[src/rtl/seq_mult_int_hs_if.sv]
// rtl/seq_mult_int_hs_if.sv - operand/result handshake bundle for the sequential signed multiplier
interface seq_mult_int_hs_if #(
  parameter int BIT_WIDTH = 8,
  parameter int OUT_WIDTH = 2 * BIT_WIDTH
);
  logic                 in_valid;
  logic                 in_ready;
  logic [BIT_WIDTH-1:0] inp_a;
  logic [BIT_WIDTH-1:0] inp_b;
  logic                 out_valid;
  logic                 out_ready;
  logic [OUT_WIDTH-1:0] out;
  logic                 busy;

  modport master (
    output in_valid, inp_a, inp_b, out_ready,
    input  in_ready, out_valid, out, busy
  );

  modport slave (
    input  in_valid, inp_a, inp_b, out_ready,
    output in_ready, out_valid, out, busy
  );
endinterface

[src/rtl/seq_mult_int_hs.sv]
// rtl/seq_mult_int_hs.sv - radix-2 shift-add signed multiplier with valid/ready handshakes
// Optional truncated-multiplier mode selected by macro MULT_APPROX_TRUNC_EN.
module seq_mult_int_hs #(
  parameter int BIT_WIDTH  = 8,
  parameter int OUT_WIDTH  = 2 * BIT_WIDTH,
  parameter int TRUNC_BITS = 2
) (
  input  logic               clk,
  input  logic               rst,
  seq_mult_int_hs_if.slave   bus
);
  localparam int CNT_W = (BIT_WIDTH > 2) ? $clog2(BIT_WIDTH) : 1;
`ifdef MULT_APPROX_TRUNC_EN
  localparam int FIRST = TRUNC_BITS;
`else
  localparam int FIRST = 0;
`endif
  localparam logic [CNT_W-1:0] CNT_FIRST = CNT_W'(FIRST);
  localparam logic [CNT_W-1:0] CNT_LAST  = CNT_W'(BIT_WIDTH - 1);

  if (OUT_WIDTH != 2 * BIT_WIDTH || BIT_WIDTH < 2 ||
      TRUNC_BITS < 0 || TRUNC_BITS >= BIT_WIDTH) begin : g_param_check
    $error("seq_mult_int_hs: illegal parameter combination");
  end

  typedef enum logic [1:0] {
    IDLE = 2'd0,
    BUSY = 2'd1,
    DONE = 2'd2
  } state_t;

  state_t               state_q;
  logic [OUT_WIDTH-1:0] a_q;
  logic [BIT_WIDTH-1:0] b_q;
  logic [OUT_WIDTH-1:0] acc_q;
  logic [OUT_WIDTH-1:0] out_q;
  logic [CNT_W-1:0]     cnt_q;
  logic                 in_ready_q;
  logic                 out_valid_q;
  logic                 busy_q;

  logic [OUT_WIDTH-1:0] term_d;
  logic [OUT_WIDTH-1:0] acc_d;
  logic                 last_d;

  // MSB of the multiplier carries negative weight, so its partial product is subtracted.
  always_comb begin
    term_d = '0;
    last_d = (cnt_q == CNT_LAST);
    if (b_q[cnt_q]) begin
      term_d = a_q << cnt_q;
    end
    acc_d = last_d ? (acc_q - term_d) : (acc_q + term_d);
  end

  always_ff @(posedge clk or posedge rst) begin
    if (rst) begin
      state_q     <= IDLE;
      a_q         <= '0;
      b_q         <= '0;
      acc_q       <= '0;
      out_q       <= '0;
      cnt_q       <= '0;
      in_ready_q  <= 1'b1;
      out_valid_q <= 1'b0;
      busy_q      <= 1'b0;
    end else begin
      case (state_q)
        IDLE: begin
          if (bus.in_valid && in_ready_q) begin
            a_q        <= {{(OUT_WIDTH-BIT_WIDTH){bus.inp_a[BIT_WIDTH-1]}}, bus.inp_a};
            b_q        <= bus.inp_b;
            acc_q      <= '0;
            cnt_q      <= CNT_FIRST;
            in_ready_q <= 1'b0;
            busy_q     <= 1'b1;
            state_q    <= BUSY;
          end
        end
        BUSY: begin
          acc_q <= acc_d;
          if (last_d) begin
            out_q       <= acc_d;
            out_valid_q <= 1'b1;
            busy_q      <= 1'b0;
            state_q     <= DONE;
          end else begin
            cnt_q <= cnt_q + 1'b1;
          end
        end
        DONE: begin
          if (bus.out_ready) begin
            out_valid_q <= 1'b0;
            in_ready_q  <= 1'b1;
            state_q     <= IDLE;
          end
        end
        default: begin
          out_valid_q <= 1'b0;
          in_ready_q  <= 1'b1;
          busy_q      <= 1'b0;
          state_q     <= IDLE;
        end
      endcase
    end
  end

  assign bus.in_ready  = in_ready_q;
  assign bus.out_valid = out_valid_q;
  assign bus.out       = out_q;
  assign bus.busy      = busy_q;
endmodule
[src/flat_wrapper.sv]
// flat-port wrapper written by rule: the top's interface ports become plain ports
module seq_mult_int_hs_flat 
#(
  parameter int BIT_WIDTH  = 8,
  parameter int OUT_WIDTH  = 2 * BIT_WIDTH,
  parameter int TRUNC_BITS = 2
)
  (clk, rst, bus_in_valid, bus_inp_a, bus_inp_b, bus_out_ready, bus_in_ready, bus_out_valid, bus_out, bus_busy);
  seq_mult_int_hs_if #(.BIT_WIDTH(BIT_WIDTH), .OUT_WIDTH(OUT_WIDTH)) bus_i ();
  input  logic clk;
  input  logic rst;
  input wire logic [$bits(bus_i.in_valid)-1:0] bus_in_valid;
  input wire logic [$bits(bus_i.inp_a)-1:0] bus_inp_a;
  input wire logic [$bits(bus_i.inp_b)-1:0] bus_inp_b;
  input wire logic [$bits(bus_i.out_ready)-1:0] bus_out_ready;
  output wire logic [$bits(bus_i.in_ready)-1:0] bus_in_ready;
  output wire logic [$bits(bus_i.out_valid)-1:0] bus_out_valid;
  output wire logic [$bits(bus_i.out)-1:0] bus_out;
  output wire logic [$bits(bus_i.busy)-1:0] bus_busy;
  assign bus_i.in_valid = bus_in_valid;
  assign bus_i.inp_a = bus_inp_a;
  assign bus_i.inp_b = bus_inp_b;
  assign bus_i.out_ready = bus_out_ready;
  assign bus_in_ready = bus_i.in_ready;
  assign bus_out_valid = bus_i.out_valid;
  assign bus_out = bus_i.out;
  assign bus_busy = bus_i.busy;
  seq_mult_int_hs #(.BIT_WIDTH(BIT_WIDTH), .OUT_WIDTH(OUT_WIDTH), .TRUNC_BITS(TRUNC_BITS)) u_core (.clk(clk), .rst(rst), .bus(bus_i));
endmodule
[config.mk]
export PLATFORM = sky130hd
export DESIGN_NAME = seq_mult_int_hs_flat
export DESIGN_NICKNAME = d
export VERILOG_FILES = /design/src/rtl/seq_mult_int_hs_if.sv /design/src/rtl/seq_mult_int_hs.sv /design/src/flat_wrapper.sv
export SDC_FILE = /design/constraint.sdc
export NUM_CORES = 1
export LEC_CHECK = 0
export CORE_UTILIZATION = 40
export CTS_CLUSTER_DIAMETER = 30
export CTS_CLUSTER_SIZE = 25
export DETAILED_ROUTE_END_ITERATION = 12
export SKIP_CTS_REPAIR_TIMING = 1
export SYNTH_ARGS = -nofsm -noshare
export SYNTH_HDL_FRONTEND = slang
export SYNTH_SLANG_ARGS = --single-unit
[constraint.sdc]
create_clock -name clk -period 6.9 [get_ports clk]
set_clock_uncertainty 0.05 [all_clocks]
set_input_delay 1.38 -clock clk [delete_from_list [all_inputs] [get_ports clk]]
set_output_delay 1.38 -clock clk [all_outputs]
set_load 0.02 [all_outputs]
==> run_results.csv <==
group,metric,value,unit
grt,grt_pass1_vias,2916,
yosys,synth_seq_cells,56,
drt,wirelength,7.91,mm
setup_path,reg2reg_slack,2.19,ns
floorplan,fp.coreArea,9280,µm²
cts,cts-buffers-inserted,5,
sta,transition_time_at_the_pin_with_the_least_slew_margin,0.996,ns
finish,layout_commonest_cell,"nand2_1",
hold_path,worst_hold_path_type,"reg2reg",
yosys,synthesis.nets,466,
grt,grt_pass1_wl,13.6,mm
yosys,synth_cell_type_count,66,
finish,fin_util,47.4,%
floorplan,die_height,99.9,µm
drt,drt_iter0_markers,146,
grt,grt_remaining_overflow,0,
yosys,post_synth_inst_count,427,
finish,layout.cells.most_common_list,"nand2_1 (64), dfrtp_1 (55), clkdlybuf4s50_1 (38), o21ai_0 (34), a21oi_1 (26)",
sta,slew_viol_final,0,
sta,rsz0062_at_grt,"false",
placed_design,dp.final_hpwl,5.79,mm
finish,final_layout_size_suffix_gt1_share,10.6,%
setup_path,timing.setup.critical_path_class,"reg2reg",
finish,nNetsFinal,492,
sta,max_slew_margin,33.5,%
sta,finalCritPeriodShare,68.3,%
yosys,synth_top_area_share,35.9,%
yosys,synth_async_sr_flop_share,100,%
cts,htree_levels,2,
sta,timing.fmax,0.212,GHz
sta,timing.setup.tns,0,ns
drt,post-route-drc-count,0,
cts,cts_tree,"yes",
floorplan,row_count,35,
drt,antenna_violation_net_count_after_detailed_routing,0,
yosys,netlist_area,3830,µm²
drt,top_layer,"met4",
cts,cts-root-to-sink-buffers,2,
drt,viasPerCell,5.42,
drt,met2_wire_length,3.61,mm
setup_path,crit_path_start_kind,"flop",
placed_design,port_buffers,38,
cts,clock-root-buffer,"clkbuf_8",
finish,area_delta_synth_final,14.8,%
grt,grt.total_usage,16.6,%
cts,clkTransAtPathRegs,0.09,ns
drt,met3_wirelength,289,µm
sta,setup-violations-final,0,
yosys,synth-warning-count,0,
drt,dr_total_vias,3160,
placed_design,gp_routability_congestion,0.890,
floorplan,initial_standard_cell_utilization_of_the_core,41.3,%
cts,clock_latency,0.31,ns
sta,period_minus_slack,4.71,ns
sta,finalHoldViolCount,0,
grt,grt_antenna_before_repair,0,
drt,wl_met1,3.92,mm
yosys,avgSynthCellArea,8.98,µm²
finish,filler_cell_count,933,
yosys,synth_enable_flop_cells,0,
floorplan,io-pin-count,39,
setup_path,critical_path.endpoint_type,"flop",
yosys,top_cells_by_area_in_the_synthesized_netlist,"dfrtp_1 (36%), nand2_1 (6.3%), ha_1 (5.9%)",
yosys,ys.flop_type,"dfrtp_1",
drt,drt_pre_antenna_iters,4,
floorplan,fp.dieW,99.9,µm
drt,routed_length_per_instance,13.6,µm
cts,clock_sinks,56,
floorplan,fp.dieArea,9980,µm²
yosys,yosysSeqAreaShare,36.6,%
setup_path,arrival,4.91,ns
outcome,status,"finished, final reports clean",
yosys,synth.largest_area_cell,"dfrtp_1",
setup_path,worstPathRequired,7.10,ns
setup_path,worstPathMaxFanout,22,
job,number_of_max_cap_violations,0,
grt,grt_start_max_net_pins,57,
finish,antenna_cells,0,
cells in the mapped netlist (6+ instances only):
| library cell | count |
|---|---|
| o22ai_1 | 13 |
| xor2_1 | 12 |
| dfrtp_1 | 55 |
| nand3_1 | 11 |
| clkbuf_1 | 11 |
| nor2_1 | 23 |
| ha_1 | 18 |
| mux4_2 | 6 |
| nor2b_1 | 6 |
| a21oi_1 | 26 |
| o211ai_1 | 7 |
| xnor2_1 | 9 |
| inv_1 | 14 |
| mux2_2 | 17 |
| nor3_1 | 8 |
| o21ai_0 | 34 |
| nand2_1 | 64 |
worst paths after layout:
check | cells past startpoint | start | endpoint
setup / recovery | 15 | u_core.cnt_q[0] | u_core.bus.out[14]
hold / removal | 2 | u_core.bus.out[11] | u_core.bus.out[11]
setup reg to reg | 15 | u_core.cnt_q[0] | u_core.bus.out[14]
hold reg to reg | 2 | u_core.bus.out[11] | u_core.bus.out[11]
max in group asynchronous | 3 | rst | u_core.cnt_q[2]
min in group asynchronous | 3 | rst | u_core.a_q[1]
sequential cells by signal, indices dropped and copies added (netlist names), 2 cells and up:
signal and flops:
u_core.a_q 8, u_core.acc_q 16, u_core.cnt_q 3, u_core.state_q 2, u_core.b_q 8, u_core.bus.out 16
cell type report:
cell class | instances | area, µm² | area share (%)
Multi-Input combinational cell | 332 | 2280 | 51.8
Clock buffer | 8 | 90.1 | 2.05
Sequential cell | 56 | 1400 | 31.9
Timing Repair Buffer | 41 | 403 | 9.15
Inverter | 17 | 63.8 | 1.45
Tap cell | 129 | 161 | 3.67
cell families (layout without fill, tap and decap cells):
family	Yosys count	count (layout)	share of synthesized area [%]
multiplexers	30	30	10.5
flip-flops	56	56	36.6
buffers and inverters	39	66	4.28
adder cells (fa/ha/maj)	19	19	6.40
AND/OR/NAND/NOR	149	149	19.4
XOR/XNOR	21	21	4.80
AO/OA/AOI/OAI	113	113	18.0
metrics by stage:
step / setup WS [ns] / instances / area, µm² / hold WS [ns]
4_1_cts: 2.22 / 583 / 4400 / 0.438
6_report: 2.19 / 583 / 4400 / 0.428
3_3_place_gp: 2.39 / 575 / 4310 / 0.408
5_1_grt: 1.83 / 583 / 4400 / 0.461
2_1_floorplan: 3.16 / 427 / 3830 / 0.425
3_5_place_dp: 2.26 / 575 / 4310 / 0.413
worst max-delay path, stage by stage, from the launching register on:
cell and delay (ns):
dfrtp_1 0.88, mux4_2 0.68, nand2_1 0.20, nor3_1 0.09, inv_1 0.09, ha_1 0.23, mux2_2 0.29, fa_1 0.45
nor2b_1 0.12, o21ai_0 0.10, a21boi_0 0.25, o211ai_1 0.13, a21oi_1 0.25, o31ai_1 0.21, or4_1 0.54, nand3_1 0.10
routing by layer:
layer | up-vias | global-route usage (%)
li1 | 1588 | -
met1 | 1489 | 23.4
met2 | 68 | 26.8
met3 | 15 | 2.86
met4 | 0 | 3.96
met5 | - | 0
Power is left out: the tool's default activity adds up to more than one toggle a clock period on the data nets, which glitch-free logic cannot reach.
